===== src/rtl/mem_stall_ctrl.sv =====
// Stalls the pipeline around a single outstanding data-memory bus access,
// with a bounded bus wait and a sticky abort flag.
module mem_stall_ctrl #(
  parameter int DATA_WIDTH = 32,
  parameter int TIMEOUT    = 255
) (
  input  logic                  clk,
  input  logic                  rst,
  input  logic                  MemReadM,
  input  logic                  MemWriteM,
  input  logic [DATA_WIDTH-1:0] ALUResultM,
  input  logic [DATA_WIDTH-1:0] WriteDataM,
  input  logic [3:0]            ByteEnM,
  output logic                  mem_stall,
  output logic [DATA_WIDTH-1:0] DMRd,
  output logic                  bus_req,
  output logic                  bus_we,
  output logic [DATA_WIDTH-1:0] bus_addr,
  output logic [DATA_WIDTH-1:0] bus_wdata,
  output logic [3:0]            bus_be,
  input  logic                  bus_ack,
  input  logic [DATA_WIDTH-1:0] bus_rdata,
  output logic                  bus_timeout
);

  typedef enum logic [1:0] {IDLE, BUSY, DONE} state_t;

  // Counter value of the last BUSY cycle the bus may still answer in.
  localparam logic [7:0] LP_LAST_WAIT = 8'(TIMEOUT - 1);

  state_t                r_state;
  logic [7:0]            r_wait_cnt;
  logic [DATA_WIDTH-1:0] r_dmrd;
  logic                  r_bus_req;
  logic                  r_bus_we;
  logic [DATA_WIDTH-1:0] r_bus_addr;
  logic [DATA_WIDTH-1:0] r_bus_wdata;
  logic [3:0]            r_bus_be;
  logic                  r_bus_timeout;

  logic                  w_req;
  logic                  w_stall;

  assign w_req = MemReadM | MemWriteM;

  always_comb begin
    // NOTE: a default before the case keeps every path assigned, so no latch.
    w_stall = 1'b0;
    if (!rst) begin
      case (r_state)
        IDLE:    w_stall = w_req;
        BUSY:    w_stall = 1'b1;
        default: w_stall = 1'b0;
      endcase
    end
  end

  // NOTE: all state uses non-blocking assignments so every register samples
  // pre-edge values regardless of statement order.
  always_ff @(posedge clk) begin
    if (rst) begin
      r_state       <= IDLE;
      r_wait_cnt    <= 8'd0;
      r_dmrd        <= '0;
      r_bus_req     <= 1'b0;
      r_bus_we      <= 1'b0;
      r_bus_addr    <= '0;
      r_bus_wdata   <= '0;
      r_bus_be      <= 4'd0;
      r_bus_timeout <= 1'b0;
    end else begin
      case (r_state)
        IDLE: begin
          if (w_req) begin
            r_bus_addr  <= ALUResultM;
            r_bus_wdata <= WriteDataM;
            r_bus_be    <= ByteEnM;
            r_bus_we    <= MemWriteM;
            r_bus_req   <= 1'b1;
            r_wait_cnt  <= 8'd0;
            r_state     <= BUSY;
          end
        end
        BUSY: begin
          if (bus_ack) begin
            if (!r_bus_we) r_dmrd <= bus_rdata;
            r_bus_req <= 1'b0;
            r_state   <= DONE;
          end else if (r_wait_cnt == LP_LAST_WAIT) begin
            if (!r_bus_we) r_dmrd <= '1;
            r_bus_timeout <= 1'b1;
            r_bus_req     <= 1'b0;
            r_state       <= DONE;
          end else begin
            r_wait_cnt <= r_wait_cnt + 8'd1;
          end
        end
        DONE:    r_state <= IDLE;
        default: r_state <= IDLE;
      endcase
    end
  end

  assign mem_stall   = w_stall;
  assign DMRd        = r_dmrd;
  assign bus_req     = r_bus_req;
  assign bus_we      = r_bus_we;
  assign bus_addr    = r_bus_addr;
  assign bus_wdata   = r_bus_wdata;
  assign bus_be      = r_bus_be;
  assign bus_timeout = r_bus_timeout;

endmodule


===== config.mk =====
export PLATFORM = sky130hd
export DESIGN_NAME = mem_stall_ctrl
export DESIGN_NICKNAME = d
export VERILOG_FILES = /design/src/rtl/mem_stall_ctrl.sv
export SDC_FILE = /design/constraint.sdc
export NUM_CORES = 1
export LEC_CHECK = 0
export ABC_AREA = 1
export CAP_MARGIN = 20
export CORE_ASPECT_RATIO = 0.75
export CORE_MARGIN = 4
export CORE_UTILIZATION = 35
export DETAILED_ROUTE_END_ITERATION = 6
export PLACE_DENSITY = 0.67
export SYNTH_ARGS = -nofsm -noshare
export SYNTH_HDL_FRONTEND = slang
export SYNTH_SLANG_ARGS = --single-unit
export TNS_END_PERCENT = 10

===== constraint.sdc =====
create_clock -name clk -period 3.9 [get_ports clk]
set_clock_uncertainty 0.15 [all_clocks]
set_input_delay 0.78 -clock clk [delete_from_list [all_inputs] [get_ports clk]]
set_output_delay 0.78 -clock clk [all_outputs]
set_load 0.01 [all_outputs]

* Yosys cells after proc, flatten, opt, wreduce, memory -nomap -nowiden
Cells that the tools add are included. W data, S select, Z words.
Word-level totals: word-level logic and storage cells 46, bits in registers 113
Operators by class: $add $sub $neg 1, muxes and demuxes 18, equal/unequal tests 6, reduce and logical (&&, ||, !) cells 9, bitwise logic cells 3
Operators with widths (number):
- $mux W32 | 4
- $mux W8 | 3
- $pmux W8 S2 | 1
- $reduce_and A3 Y1 | 3
- $add A8 B1 Y8 const B | 1
- $eq A8 B8 Y1 const B | 1
- $mux W2 | 3
- $ne A2 B2 Y1 const B | 3
- $mux W1 | 4
- $pmux W1 S2 | 2
- $pmux W2 S2 | 1
- $reduce_and A2 Y1 | 2
- $reduce_and A4 Y1 | 1
- $reduce_bool A2 Y1 | 2
- $ne A3 B3 Y1 const B | 1
- $eq A2 B1 Y1 const B | 1
- $logic_not A2 Y1 | 1
- $not A1 Y1 | 2
- $or A1 B1 Y1 | 1

* Depth between registers and ports, before layout
word-level depth 4, gate-level depth with buffers 10, gate-level depth less buffers 10

* Worst setup path after synthesis
Ideal clock, no wire load.
path type input-to-output, from in MemReadM, to out mem_stall, data required time 2.970 ns, arrival 1.440 ns, path buffers 2, stages 6, path slack 1.530 ns, cell sequence inv_1 nand2_1 nand2_1 buf_2 buf_2 a21oi_1
On the way: cells in the longest elaborated chain, start to end 3
RTL lines:
- start, declared | line 9 | input logic MemReadM,
- $or A1 B1 Y1 | line 44 | assign w_req = MemReadM | MemWriteM;
- $pmux W1 S2 | line 50 | case (r_state)
- $mux W1 | line 49 | if (!rst) begin
- end, declared | line 14 | output logic mem_stall,
No other way between the ends.

* Worst setup path in the final report
from in MemWriteM, to out mem_stall
On the way: cells in the longest elaborated chain, start to end 3
RTL lines:
- start, declared | line 10 | input logic MemWriteM,
- $or A1 B1 Y1 | line 44
- $pmux W1 S2 | line 50
- $mux W1 | line 49
No other way between the ends.

==> flow_summary.toml <==
[setup_path]
crit_family = "buffers and inverters"
r2r_cells = 3
cp.arrival_ns = 2.11
worstSetupPathType = "in -> out"
path_buf_inv = 3
crit_chain = "clkdlybuf4s50_1, inv_1, nand2_1, nand2_2, a21oi_1, clkdlybuf4s50_1"
r2r-end = "DMRd[20]"
cpMaxStageDelayCell = "clkdlybuf4s50_1"
cp.required_ns = 2.97
cp-end-kind = "output port"
cp-start-kind = "input port"
cp_max_fo = 2
reg2reg_slack_ns = 1.55
r2r_start = "bus_we"
critPathLaunch = "MemWriteM"
crit_top_cell = "clkdlybuf4s50_1"
cpPeakStageDelay_ns = 0.56

[layout]
fin_area_um2 = 7420
fin_nets = 925
nFillCells = 1176
drive_gt1_share_pct = 9.15
syn2layout_area_growth_pct = 59.0
multi_input_area_um2 = 1870
num_antenna_cells = 0
register_area_um2 = 2260

[clock_tree]
clock_latency_ns = 0.40
clk_pin_slew_worst_paths_ns = 0.05
numCtsBuffers = 17
htree_levels = 4
ctsResizeCount = 0
numClockSinks = 113
cts_root_buf = "clkbuf_16"
cts_setup_buffers = 0
cts_tree = "built"
cts_hold_buf = 0
clockBufferDepth = 2

[yosys]
syn_inst = 627
synth_fa_ha_area_share_pct = 0.536
ys_warn_count = 0
synth_fp_nets = 734
synth.cell_area_um2 = 4670
synthDistinctLibCells = 25
synthMuxAreaShare_pct = 0
synthTopCellsByArea = "dfxtp_1 48%, nor2_1 12%, o21ai_0 7.6%"
synth_xor_area_share_pct = 0
synth_compound_gate_area_share_pct = 14.2
yosysSeqAreaShare_pct = 48.5
synth_area_leader_cell = "dfxtp_1"
synth_top_area_share_pct = 48.5
avgSynthCellArea_um2 = 7.44
ys_ff_latch = 113
synth-simple-area-share_pct = 25.4
synth_top_family_by_area = "simple AND/OR/NAND/NOR gates"

[placement]
io_buffers = 208
gp_congestion = 0.899
place_hpwl_um = 9910
placed_cell_area_um2 = 6800

[detailed_routing]
first_pass_iters = 4
viasPerCell = 4.66
vias = 4666
drt_iter0_drc = 267
drt_wl_total_um = 14100
drc = 0
postRouteAntennaNets = 0
wl_per_cell_um = 14.0

[grt]
gr-total-overflow = 0
antenna_found_initial = 0
grt_max_degree = 74
grt_pass1_wl_um = 22000
track_usage_pct = 18.0
first_global_vias = 4315

[floorplan]
start_util_pct = 35.9
die_w_um = 141
dieArea_um2 = 15300
boundaryPins = 209
rows = 36
core_um2 = 13000
fp.dieH_um = 108

[hold_path]
min_path_cells = 2
hold_path.class = "reg -> reg"
hp-start = "DMRd[0]"
min_to = "DMRd[0]"

[sta]
drv_slew = 0
setup_tns_ns = 0
period_minus_slack_ns = 3.04
rsz0062_at_grt = "false"
worstMarginPinSlew_ns = 1.08
finalSetupViolCount = 0
maxSlewHeadroom_pct = 28.2
hold_viol = 0
fmax_mhz = 329
fin_crit_sh_pct = 78.0

[outcome]
status = "completed"

[power_and_ir_drop]
p_leak_nw = 3.08
ir_worst_vdd_mv = 0.327
p_per_area_nw_per_um2 = 489

[job]
max-cap-violations = 0
-- tightest hold or removal path: stages, from the launching register on --
cell	delay, ns
dfxtp_1	0.30
inv_1	0.04
a21oi_1	0.05
-- stage by stage --
stage / hold slack (ns) / util [%] / std cells / worst slack, ns / power (W)
6_report: 0.292 / 57.0 / 1002 / 0.857 / 0.00363
5_1_grt: 0.311 / 57.0 / 1002 / 0.743 / 0.00379
4_1_cts: 0.294 / 57.0 / 1002 / 0.825 / 0.00367
3_5_place_dp: 0.286 / 52.2 / 970 / 0.840 / 0.00203
3_3_place_gp: 0.284 / 52.2 / 970 / 0.879 / 0.00201
2_1_floorplan: 0.311 / - / 627 / 1.53 / 0.00166
-- logic make-up (layout without fill, tap and decap cells) --
kind of cell / after synthesis / in the layout
simple gates: 277 / 277
buf+inv: 126 / 330
flops: 113 / 113
compound gates: 109 / 109
fa+ha+maj: 2 / 2
-- Yosys cell counts, drive strengths merged --
master  instances
clkinv          1
dfxtp         113
nand2          75
clkbuf         17
nand3b          1
nand3          14
nor2          152
inv            84
ha              2
a21oi          37
o21ai          71
o21bai          1
nand4          33
nor3            2
buf            24
-- worst max path at each step --
| stage | cells after the start | slack [ns] | endpoint |
|---|---|---|---|
| after floorplan | 6 | 1.53 | mem_stall |
| after global placement | 6 | 0.88 | mem_stall |
| after detailed placement | 6 | 0.84 | mem_stall |
| after CTS | 6 | 0.83 | mem_stall |
| after global routing | 6 | 0.74 | mem_stall |
| final | 6 | 0.86 | mem_stall |
-- layer usage --
metal | GRT usage (%) | up-vias | part of all wire, %
met2 | 29.3 | 162 | 48
li1 | - | 2357 | -
met3 | 4.29 | 30 | 5.9
met1 | 22.1 | 2117 | 43
met4 | 9.68 | 0 | 3.2
met5 | 0 | - | 0
-- layout make-up --
| class | instances | share of cell area [%] |
|---|---|---|
| flip-flops and latches | 113 | 30.5 |
| clock buffers | 21 | 6.20 |
| repair buffers | 213 | 28.7 |
| inverters | 85 | 4.30 |
| multi-input cells | 388 | 25.3 |
| clock inverters | 11 | 2.16 |
| well taps | 171 | 2.88 |
-- cell usage in the layout, fill, tap and decap left out, drive strengths merged --
cell type and count:
a21oi 37, buf 5, bufinv 4, clkbuf 21, clkdlybuf4s50 208, clkinv 5, clkinvlp 2, dfxtp 113
ha 2, inv 85, nand2 75, nand3 14, nand3b 1, nand4 33, nor2 152, nor3 2
o21ai 71, o21bai 1
-- flip-flops by register name, indices dropped and copies added, names as in the netlist --
signal	flops
bus_we	1
DMRd	32
bus_wdata	32
bus_addr	32
bus_req	1
bus_timeout	1
r_state	2
bus_be	4
r_wait_cnt	8
-- power breakdown --
group / internal, W / switching (W)
clock: 0.00110 / 0.000531
sequential: 0.00126 / 0.0000580
combinational: 0.000349 / 0.000329
Note: power is estimated with default switching activity, not from simulation.
